File: src/rtl/bitty_pkg.sv
`default_nettype none
// ============================================================================
// Module      : bitty_pkg
// Description : Shared encodings for the bitty branch unit: sequencer states,
//               opcode classes, branch conditions and compare constants.
// Revision    : 1.0 - initial release
// ============================================================================
package bitty_pkg;

  typedef enum logic [1:0] {
    ST_IDLE      = 2'd0,
    ST_FETCH     = 2'd1,
    ST_DECODE    = 2'd2,
    ST_WAIT_CORE = 2'd3
  } state_t;

  // Opcode class lives in instruction[1:0]; 2'b00/2'b01 go to the ALU core
  localparam logic [1:0] OP_BRANCH  = 2'b10;
  localparam logic [1:0] OP_CALLRET = 2'b11;

  // Branch condition lives in instruction[3:2]
  localparam logic [1:0] COND_EQ0    = 2'b00;
  localparam logic [1:0] COND_EQ1    = 2'b01;
  localparam logic [1:0] COND_EQ2    = 2'b10;
  localparam logic [1:0] COND_ALWAYS = 2'b11;

  // Values the latched ALU result is compared against
  localparam int CMP_ZERO = 0;
  localparam int CMP_ONE  = 1;
  localparam int CMP_TWO  = 2;

endpackage
`default_nettype wire

File: src/rtl/ras_stack.sv
`default_nettype none
// ============================================================================
// Module      : ras_stack
// Description : Circular return-address stack. A push onto a full stack
//               overwrites the oldest entry; a pop of an empty stack is
//               refused. Both events raise sticky flags cleared by reset.
// Revision    : 1.0 - initial release
// ============================================================================
module ras_stack
  import bitty_pkg::*;
#(
  parameter int PC_WIDTH  = 8,
  parameter int RAS_DEPTH = 4
) (
  input  logic                       clk,
  input  logic                       reset,
  input  logic                       push,
  input  logic                       pop,
  input  logic [PC_WIDTH-1:0]        push_addr,
  output logic [PC_WIDTH-1:0]        top_addr,
  output logic [$clog2(RAS_DEPTH):0] count,
  output logic                       empty,
  output logic                       overflow,
  output logic                       underflow
);

  localparam int PTR_W = $clog2(RAS_DEPTH);
  localparam logic [PTR_W:0] C_FULL = (PTR_W+1)'(RAS_DEPTH);

  logic [PC_WIDTH-1:0] r_mem [RAS_DEPTH];
  logic [PTR_W-1:0]    r_top;      // next slot to write
  logic [PTR_W:0]      r_count;
  logic                r_overflow;
  logic                r_underflow;
  logic [PTR_W-1:0]    w_top_idx;

  // Most recent entry sits just below the write pointer (wraps naturally)
  assign w_top_idx = r_top - PTR_W'(1);
  assign top_addr  = r_mem[w_top_idx];
  assign count     = r_count;
  assign empty     = (r_count == '0);
  assign overflow  = r_overflow;
  assign underflow = r_underflow;

  // Entry storage; contents need no reset because count gates their use
  always_ff @(posedge clk) begin
    if (push) r_mem[r_top] <= push_addr;
  end

  // Pointer, occupancy and sticky error flags
  always_ff @(posedge clk) begin
    if (reset) begin
      r_top       <= '0;
      r_count     <= '0;
      r_overflow  <= 1'b0;
      r_underflow <= 1'b0;
    end else if (push) begin
      r_top <= r_top + PTR_W'(1);
      if (r_count == C_FULL) r_overflow <= 1'b1;
      else                   r_count    <= r_count + (PTR_W+1)'(1);
    end else if (pop) begin
      if (r_count == '0) begin
        r_underflow <= 1'b1;
      end else begin
        r_top   <= w_top_idx;
        r_count <= r_count - (PTR_W+1)'(1);
      end
    end
  end

endmodule
`default_nettype wire

File: src/rtl/branch_unit.sv
`default_nettype none
// ============================================================================
// Module      : branch_unit
// Description : Program-counter sequencer for the bitty processor. Fetches,
//               resolves branches/jumps/calls/returns locally and hands ALU
//               instructions to the core, latching each result for later
//               branch conditions.
// Revision    : 1.0 - initial release
// ============================================================================
module branch_unit
  import bitty_pkg::*;
#(
  parameter int PC_WIDTH   = 8,
  parameter int DATA_WIDTH = 16,
  parameter int RAS_DEPTH  = 4
) (
  input  logic                       clk,
  input  logic                       reset,
  input  logic                       run,
  input  logic [15:0]                instruction,
  input  logic [DATA_WIDTH-1:0]      alu_result,
  input  logic                       done,
  output logic [PC_WIDTH-1:0]        pc,
  output logic                       core_run,
  output logic                       pc_update,
  output logic                       taken,
  output logic [$clog2(RAS_DEPTH):0] ras_count,
  output logic                       ras_overflow,
  output logic                       ras_underflow
);

  state_t                r_state;
  logic [PC_WIDTH-1:0]   r_pc;
  logic [DATA_WIDTH-1:0] r_last_result;
  logic                  r_core_run;
  logic                  r_pc_update;
  logic                  r_taken;

  logic [PC_WIDTH-1:0]   w_target;
  logic [PC_WIDTH-1:0]   w_pc_inc;
  logic [PC_WIDTH-1:0]   w_next_pc;
  logic [PC_WIDTH-1:0]   w_ras_top;
  logic                  w_ras_empty;
  logic                  w_cond_true;
  logic                  w_redirect;
  logic                  w_push;
  logic                  w_pop;

  assign w_target = instruction[PC_WIDTH+3:4];
  assign w_pc_inc = r_pc + PC_WIDTH'(1);

  // Target field does not reach the top instruction bits for narrow PCs
  if (PC_WIDTH < 12) begin : g_unused_hi
    logic unused_hi;
    assign unused_hi = ^instruction[15:PC_WIDTH+4];
  end

  // Condition evaluation against the registered ALU result
  always_comb begin
    w_cond_true = 1'b0;
    case (instruction[3:2])
      COND_EQ0:    w_cond_true = (r_last_result == DATA_WIDTH'(CMP_ZERO));
      COND_EQ1:    w_cond_true = (r_last_result == DATA_WIDTH'(CMP_ONE));
      COND_EQ2:    w_cond_true = (r_last_result == DATA_WIDTH'(CMP_TWO));
      COND_ALWAYS: w_cond_true = 1'b1;
      default:     w_cond_true = 1'b0;
    endcase
  end

  // Control-flow resolution in DECODE: next pc, redirect flag, RAS traffic
  always_comb begin
    w_next_pc  = w_pc_inc;
    w_redirect = 1'b0;
    w_push     = 1'b0;
    w_pop      = 1'b0;
    if (r_state == ST_DECODE && run) begin
      case (instruction[1:0])
        OP_BRANCH: begin
          if (w_cond_true) begin
            w_redirect = 1'b1;
            w_next_pc  = w_target;
          end
        end
        OP_CALLRET: begin
          if (!instruction[2]) begin
            w_push     = 1'b1;
            w_redirect = 1'b1;
            w_next_pc  = w_target;
          end else begin
            w_pop = 1'b1;
            // Empty stack: fall through to pc+1 while the stack flags it
            if (!w_ras_empty) begin
              w_redirect = 1'b1;
              w_next_pc  = w_ras_top;
            end
          end
        end
        default: ;
      endcase
    end
  end

  ras_stack #(
    .PC_WIDTH  (PC_WIDTH),
    .RAS_DEPTH (RAS_DEPTH)
  ) u_ras (
    .clk       (clk),
    .reset     (reset),
    .push      (w_push),
    .pop       (w_pop),
    .push_addr (w_pc_inc),
    .top_addr  (w_ras_top),
    .count     (ras_count),
    .empty     (w_ras_empty),
    .overflow  (ras_overflow),
    .underflow (ras_underflow)
  );

  // Sequencer FSM with registered pc, result latch and strobes
  always_ff @(posedge clk) begin
    if (reset) begin
      r_state       <= ST_IDLE;
      r_pc          <= '0;
      r_last_result <= '0;
      r_core_run    <= 1'b0;
      r_pc_update   <= 1'b0;
      r_taken       <= 1'b0;
    end else begin
      r_pc_update <= 1'b0;
      r_taken     <= 1'b0;
      case (r_state)
        ST_IDLE: begin
          if (run) r_state <= ST_FETCH;
        end
        ST_FETCH: begin
          r_state <= run ? ST_DECODE : ST_IDLE;
        end
        ST_DECODE: begin
          if (!run) begin
            r_state <= ST_IDLE;
          end else if (instruction[1]) begin
            r_pc        <= w_next_pc;
            r_pc_update <= 1'b1;
            r_taken     <= w_redirect;
            r_state     <= ST_FETCH;
          end else begin
            r_core_run <= 1'b1;
            r_state    <= ST_WAIT_CORE;
          end
        end
        ST_WAIT_CORE: begin
          // Dropping run here does not abort; only done ends the wait
          if (done) begin
            r_last_result <= alu_result;
            r_pc          <= w_pc_inc;
            r_pc_update   <= 1'b1;
            r_core_run    <= 1'b0;
            r_state       <= run ? ST_FETCH : ST_IDLE;
          end
        end
        default: r_state <= ST_IDLE;
      endcase
    end
  end

  assign pc        = r_pc;
  assign core_run  = r_core_run;
  assign pc_update = r_pc_update;
  assign taken     = r_taken;

endmodule
`default_nettype wire

File: config.mk
export PLATFORM = sky130hd
export DESIGN_NAME = branch_unit
export DESIGN_NICKNAME = d
export VERILOG_FILES = /design/src/rtl/bitty_pkg.sv /design/src/rtl/ras_stack.sv /design/src/rtl/branch_unit.sv
export SDC_FILE = /design/constraint.sdc
export NUM_CORES = 1
export LEC_CHECK = 0
export ABC_AREA = 1
export BUFFER_PORTS_ARGS = -buffer_cell sky130_fd_sc_hd__buf_2
export CAP_MARGIN = 20
export CORE_MARGIN = 8
export CORE_UTILIZATION = 57
export DETAILED_ROUTE_END_ITERATION = 10
export HOLD_SLACK_MARGIN = 0.1
export PLACE_DENSITY = 0.85
export SYNTH_ARGS = -nofsm -noshare
export SYNTH_HDL_FRONTEND = slang
export SYNTH_SLANG_ARGS = --single-unit
File: constraint.sdc
create_clock -name clk -period 2.4 [get_ports clk]
set_input_delay 0.36 -clock clk [delete_from_list [all_inputs] [get_ports clk]]
set_output_delay 0.36 -clock clk [all_outputs]
set_load 0.02 [all_outputs]
# Word level (Yosys, flattened, before mapping)
# Memory sizes are Yosys's and may differ from the RTL's.
# Cells that the tools add are included.
[op_classes]
addsub = 5
muxes = 44
n_eq_ne = 18
reduce_logical = 16
bitwise = 5
[op_table]
columns = ["operator", "n"]
rows = [
  ["two-way mux 8 bit", 7],
  ["one-hot mux 8 bit (2 select lines)", 2],
  ["two-way mux 1 bit", 18],
  ["== test 16 x 1 -> 1 bit (second input constant)", 1],
  ["== test 16 x 2 -> 1 bit (second input constant)", 1],
  ["zero test 16 bit", 1],
  ["two-way mux 2 bit", 8],
  ["== test 2 bit (second input constant)", 6],
  ["two-way mux 3 bit", 4],
  ["!= test 2 bit (second input constant)", 6],
  ["adder 8 x 1 -> 8 bit (second input constant)", 1],
  ["one-hot mux 2 bit (4 select lines)", 1],
  ["AND reduction 2 bit", 4],
  ["AND reduction 4 bit", 2],
  ["one-hot mux 1 bit (2 select lines)", 3],
  ["AND reduction 3 bit", 2],
  ["inverter 1 bit", 5],
  ["OR reduction 5 bit", 1],
  ["== test 2 x 1 -> 1 bit (second input constant)", 2],
  ["zero test 2 bit", 2],
  ["one-hot mux 1 bit (4 select lines)", 1],
  ["nonzero test 2 bit", 2],
  ["adder 3 x 1 -> 3 bit (second input constant)", 1],
  ["== test 3 bit (second input constant)", 1],
  ["other kinds (6)", 6],
]
[word_totals]
inputBits = 36
regBits = 36
ramBits = 32
n_memories = 1
out_inout_bits = 16
[memory_table]
columns = ["memory", "words", "word_bits", "rd", "rd_ports_with_merged_regs", "wr", "line", "rtl"]
rows = [
  ["u_ras.r_mem", 4, 8, 1, 0, 1, "ras_stack.sv:30", "logic [PC_WIDTH-1:0] r_mem [RAS_DEPTH];"],
]

# Depth between registers and ports, before layout
# An unclocked memory read counts as a cell.
[logic_depth]
ltp_word = 9
ltp_mapped = 14
depth_no_buf = 14

# By module
# From an unflattened synthesis, not the netlist that was laid out.
[unflattened]
cells_unflattened = 410
area_unflattened_um2 = 3352.0
[by_module_without_submodules]
columns = ["mod", "n_inst", "cells_each", "area_each_um2"]
rows = [
  ["ras_stack", 1, 150, 1684.1],
  ["branch_unit", 1, 260, 1667.8],
]

# Worst setup path before layout
# OpenSTA, ideal clock, no wires.
[synth_timing]
kind = "register to register"
from = "register u_ras.r_top[0]"
to = "register r_pc[2] (netlist: pc[2])"
setup_time_ns = 0.070
t_arrival_ns = 1.881
required_time_ns = 2.330
synth_period_minus_slack_ns = 1.951
setup_slack_ns = 0.449
path_buffers = 3
path_stages_with_launch = 14
cell_sequence = "dfxtp_1 > buf_2 > inv_2 > buf_2 > ha_1 > clkbuf_1 > o21ai_0 > o22ai_1 > nand2_1 > nand2_1 > nand2_1 > nand2_1 > nand2_1 > a21oi_1"
[synth_via]
elab_chain_len = 9
[synth_rtl]
columns = ["element", "line", "rtl"]
rows = [
  ["from (decl)", "ras_stack.sv:31", "logic [PTR_W-1:0] r_top;"],
  ["from (signal assigned)", "ras_stack.sv:58", "r_top <= r_top + PTR_W'(1);"],
  ["from (signal assigned)", "ras_stack.sv:65", "r_top <= w_top_idx;"],
  ["subtractor 2 x 1 -> 2 bit", "ras_stack.sv:38", "assign w_top_idx = r_top - PTR_W'(1);"],
  ["memory (4 x 8 bit)", "-", ""],
  ["two-way mux 8 bit", "branch_unit.sv:92", "if (!w_ras_empty) begin"],
  ["two-way mux 8 bit", "branch_unit.sv:85", "if (!instruction[2]) begin"],
  ["one-hot mux 8 bit (2 select lines)", "branch_unit.sv:77", "case (instruction[1:0])"],
  ["two-way mux 8 bit", "branch_unit.sv:76", "if (r_state == ST_DECODE && run) begin"],
  ["two-way mux 8 bit", "branch_unit.sv:141", "end else if (instruction[1]) begin"],
  ["two-way mux 8 bit", "branch_unit.sv:139", "if (!run) begin"],
  ["one-hot mux 8 bit (2 select lines)", "branch_unit.sv:131", "case (r_state)"],
  ["to (signal assigned)", "branch_unit.sv:142", "r_pc <= w_next_pc;"],
  ["to (signal assigned)", "branch_unit.sv:155", "r_pc <= w_pc_inc;"],
  ["to (decl)", "branch_unit.sv:33", "logic [PC_WIDTH-1:0] r_pc;"],
]
# Every way passes these cells. The select of a mux whose other input is x is not followed.
# A chain may end at the register's enable or synchronous reset.

# Worst setup path in the final report
[layout_timing]
from = "register u_ras.r_top[1]"
to = "register r_pc[4] (netlist: pc[4])"
# Same word-level chain as after synthesis.

==> flow_metrics.py <==
metrics = {
    "synth": {
        "synth.area.top_cells": "edfxtp_1 (28%), dfxtp_1 (21%), nand2_1 (7.6%)",
        "synth_area_leader_cell": "edfxtp_1",
        "synth_seq_cells": 68,
        "synth.net_count": 469,
        "avgSynthCellArea_um2": 8.171,
        "ys_seq_area_share_pct": 48.54,
        "yosysWarnings": 0,
        "synth.top_cell.area_share_pct": 27.74,
        "syn_area_mm2": 0.003465,
        "synth_cell_type_count": 36,
        "synth-async-reset-ratio_pct": 0,
        "synth-edff-count": 32,
        "synth_cells": 424,
        "synthFlopType": "dfxtp_1",
    },
    "floorplan": {
        "die_h_um": 93.96,
        "rows": 28,
        "die_area_mm2": 0.008828,
        "io_pins": 52,
        "die_x_um": 93.96,
        "core_mm2": 0.005886,
        "initial_core_util_pct": 58.86,
    },
    "critical_path": {
        "worstReg2RegStart": "u_ras.r_top[1]",
        "rr_worst_depth": 9,
        "cp_num_buf_inv": 2,
        "worstSetupPathDepth": 9,
        "r2r_slack_ns": 0.28,
        "cp_data_required_time_ns": 2.69,
        "worst_setup_path_start_kind": "register",
        "endpoint_kind": "register",
        "worstSetupEndpoint": "pc[4]",
        "crit_family": "compound AO/OA/AOI/OAI gates",
        "r2r_end": "pc[4]",
        "crit_slowest_cell": "ha_1",
        "path_max_fanout": 12,
        "critical_path_class": "register to register",
        "crit_arrival_ns": 2.41,
        "startpoint": "u_ras.r_top[1]",
        "cp_cell_sequence": "inv_1 -> ha_1 -> inv_1 -> o21ai_0 -> o221ai_1 -> nand3_1 -> nand3_1 -> nand2_1 -> a21oi_1",
        "cp_slowest_stage_delay_ns": 0.46,
    },
    "clock_network": {
        "h-tree-depth": 3,
        "root_buffer": "clkbuf_8",
        "cts_buffers": 9,
        "cts_hold_buf": 0,
        "cts.sinks": 68,
        "clockBufferDepth": 2,
        "cts_resized": 0,
        "clk_latency_ns": 0.35,
        "cts_tree": "built",
        "clk_pin_slew_worst_paths_ns": 0.07,
        "cts_setup_buffers": 0,
    },
    "place": {
        "port_buffers": 47,
        "dp.cells": 543,
        "gp_congestion": 0.8755,
        "placed_area_mm2": 0.003806,
        "place_hpwl_mm": 6.000,
    },
    "global_routing": {
        "grt_pass1_wl_mm": 14.21,
        "grt_max_degree": 22,
        "grt_use_total_pct": 20.10,
        "grt_pass1_vias": 3076,
        "grt_overflow_total": 0,
        "grt_antenna_before_repair": 0,
    },
    "worst_hold_path": {
        "hp-class": "input pin to register",
        "holdPathStages": 3,
    },
    "pwr": {
        "p_seq_share_pct": 53.1,
        "power.ir.vdd_worst_mv": 0.4898,
        "combPwrFrac_pct": 6.7,
        "power_leakage_nw": 1.694,
        "power_density_mw_per_mm2": 573.5,
        "p_clk_share_pct": 40.1,
        "internal_power_mw": 1.738,
        "power.share.switching_pct": 24.19,
        "p_sw_mw": 0.5547,
    },
    "finish": {
        "n_antenna_cell": 0,
        "fin_cells": 559,
        "fin_area_mm2": 0.003998,
        "layout-drive-gt1-share_pct": 20.25,
        "syn_to_final_growth_pct": 15.38,
        "fin_util_pct": 67.92,
        "nets": 524,
    },
    "sta": {
        "relSlewSlack_pct": 57.57,
        "period_share_pct": 88.46,
        "setup_tns_ns": 0,
        "fin_crit_ns": 2.123,
        "drv_slew": 0,
        "hold_violations": 0,
        "rsz0062_at_grt": "no",
        "worstMarginPinSlew_ns": 0.6357,
        "setup_viol": 0,
        "clock_skew_ns": 0.004873,
        "max_freq_ghz": 0.4710,
    },
    "route": {
        "vias": 3097,
        "drt-wirelength-per-cell_um": 15.30,
        "viasPerCell": 5.540,
        "drt_first_pass_iters": 7,
        "drtAntennaViolNets": 0,
        "drtIter0Drc": 250,
        "drt-total-wl_mm": 8.552,
        "route.detailed.drc": 0,
    },
    "outcome": {
        "status": "completed",
    },
    "job": {
        "drv_cap": 0,
    },
}
==> kinds of logic (layout without fill, tap and decap cells) <==
kind of cell | Yosys count | in the layout | synth area share (%)
buffers and inverters | 65 | 125 | 7.331
AND/OR/NAND/NOR | 194 | 194 | 25.68
AO/OA/AOI/OAI | 83 | 83 | 13.29
flip-flops | 68 | 68 | 48.54
XOR/XNOR | 5 | 5 | 1.698
adder cells (fa/ha/maj) | 9 | 9 | 3.467
==> routing by layer <==
| metal | vias to the layer above | global-route usage (%) | part of all wire (%) |
|---|---|---|---|
| li1 | 1516 | - | - |
| met1 | 1414 | 23.78 | 41 |
| met2 | 132 | 34.36 | 50 |
| met3 | 35 | 3.517 | 6.2 |
| met4 | 0 | 9.775 | 3.0 |
| met5 | - | 0 | 0 |
==> cells in the final DEF, fill, tap and decap left out, drive strengths merged, types with 7 or more instances in the layout <==
cell type / n
nand2: 76
nor2: 66
buf: 56
inv: 52
o21ai: 45
nand3: 44
dfxtp: 36
edfxtp: 32
a21oi: 25
clkbuf: 9
ha: 8
nand4: 7
==> metrics by stage <==
step	setup slack [ns]	total power [mW]	hold WS (ns)
floorplan	0.4493	1.334	0.4409
global placement	0.3280	1.388	0.4457
detailed placement	0.2793	1.394	0.4495
CTS	0.2977	2.289	0.2402
global route	0.1103	2.362	0.2523
finish	0.2769	2.293	0.2373
==> layout make-up <==
type / count / area [µm²]
timing repair buffer: 56 / 302.8
fill: 460 / 1888
clock inverter: 7 / 67.56
inverter: 53 / 198.9
clock buffer: 9 / 123.9
multi-input combinational: 291 / 1529
sequential: 68 / 1682
tap: 75 / 93.84
==> state kept, by name, indices dropped and copies added (netlist names) <==
signal and flops:
u_ras.r_mem 32, r_state 2, taken 1, u_ras.count 3
pc 8, r_last_result 16, u_ras.overflow 1, core_run 1
u_ras.underflow 1, pc_update 1, u_ras.r_top 2
==> cell usage after synthesis, types with 2 or more instances <==
cell type,instances
nand2_1,70
nor2_1,57
inv_1,47
nand3_1,43
o21ai_0,40
dfxtp_1,36
edfxtp_1,32
a21oi_1,24
buf_2,8
ha_1,8
nand4_1,7
inv_2,5
nand2_2,5
nor2_2,5
o211ai_1,5
clkbuf_1,4
o21ai_1,4
nor2_4,3
a211oi_1,2
a31oi_1,2
xor2_1,2
==> power by group through the flow <==
stage	Sequential (mW)	Combinational [mW]	Clock (mW)
after floorplan	1.25	0.0869	0
after global placement	1.24	0.144	0
after detailed placement	1.24	0.150	0
after CTS	1.22	0.152	0.920
after global routing	1.22	0.171	0.973
final	1.22	0.155	0.920
==> worst min path at each step <==
stage,startpoint,to,slack [ns]
finish,alu_result[15],r_last_result[15],0.24
global route,alu_result[15],r_last_result[15],0.25
CTS,alu_result[15],r_last_result[15],0.24
detailed placement,u_ras.overflow,u_ras.overflow,0.45
global placement,u_ras.overflow,u_ras.overflow,0.45
floorplan,r_last_result[5],r_last_result[5],0.44
==> worst min-delay path: cells and delay by family <==
family,cells,cell delay [ns]
buf+inv,1,0.08
compound gates,1,0.06
simple gates,1,0.06
(Power assumes the default switching activity.)
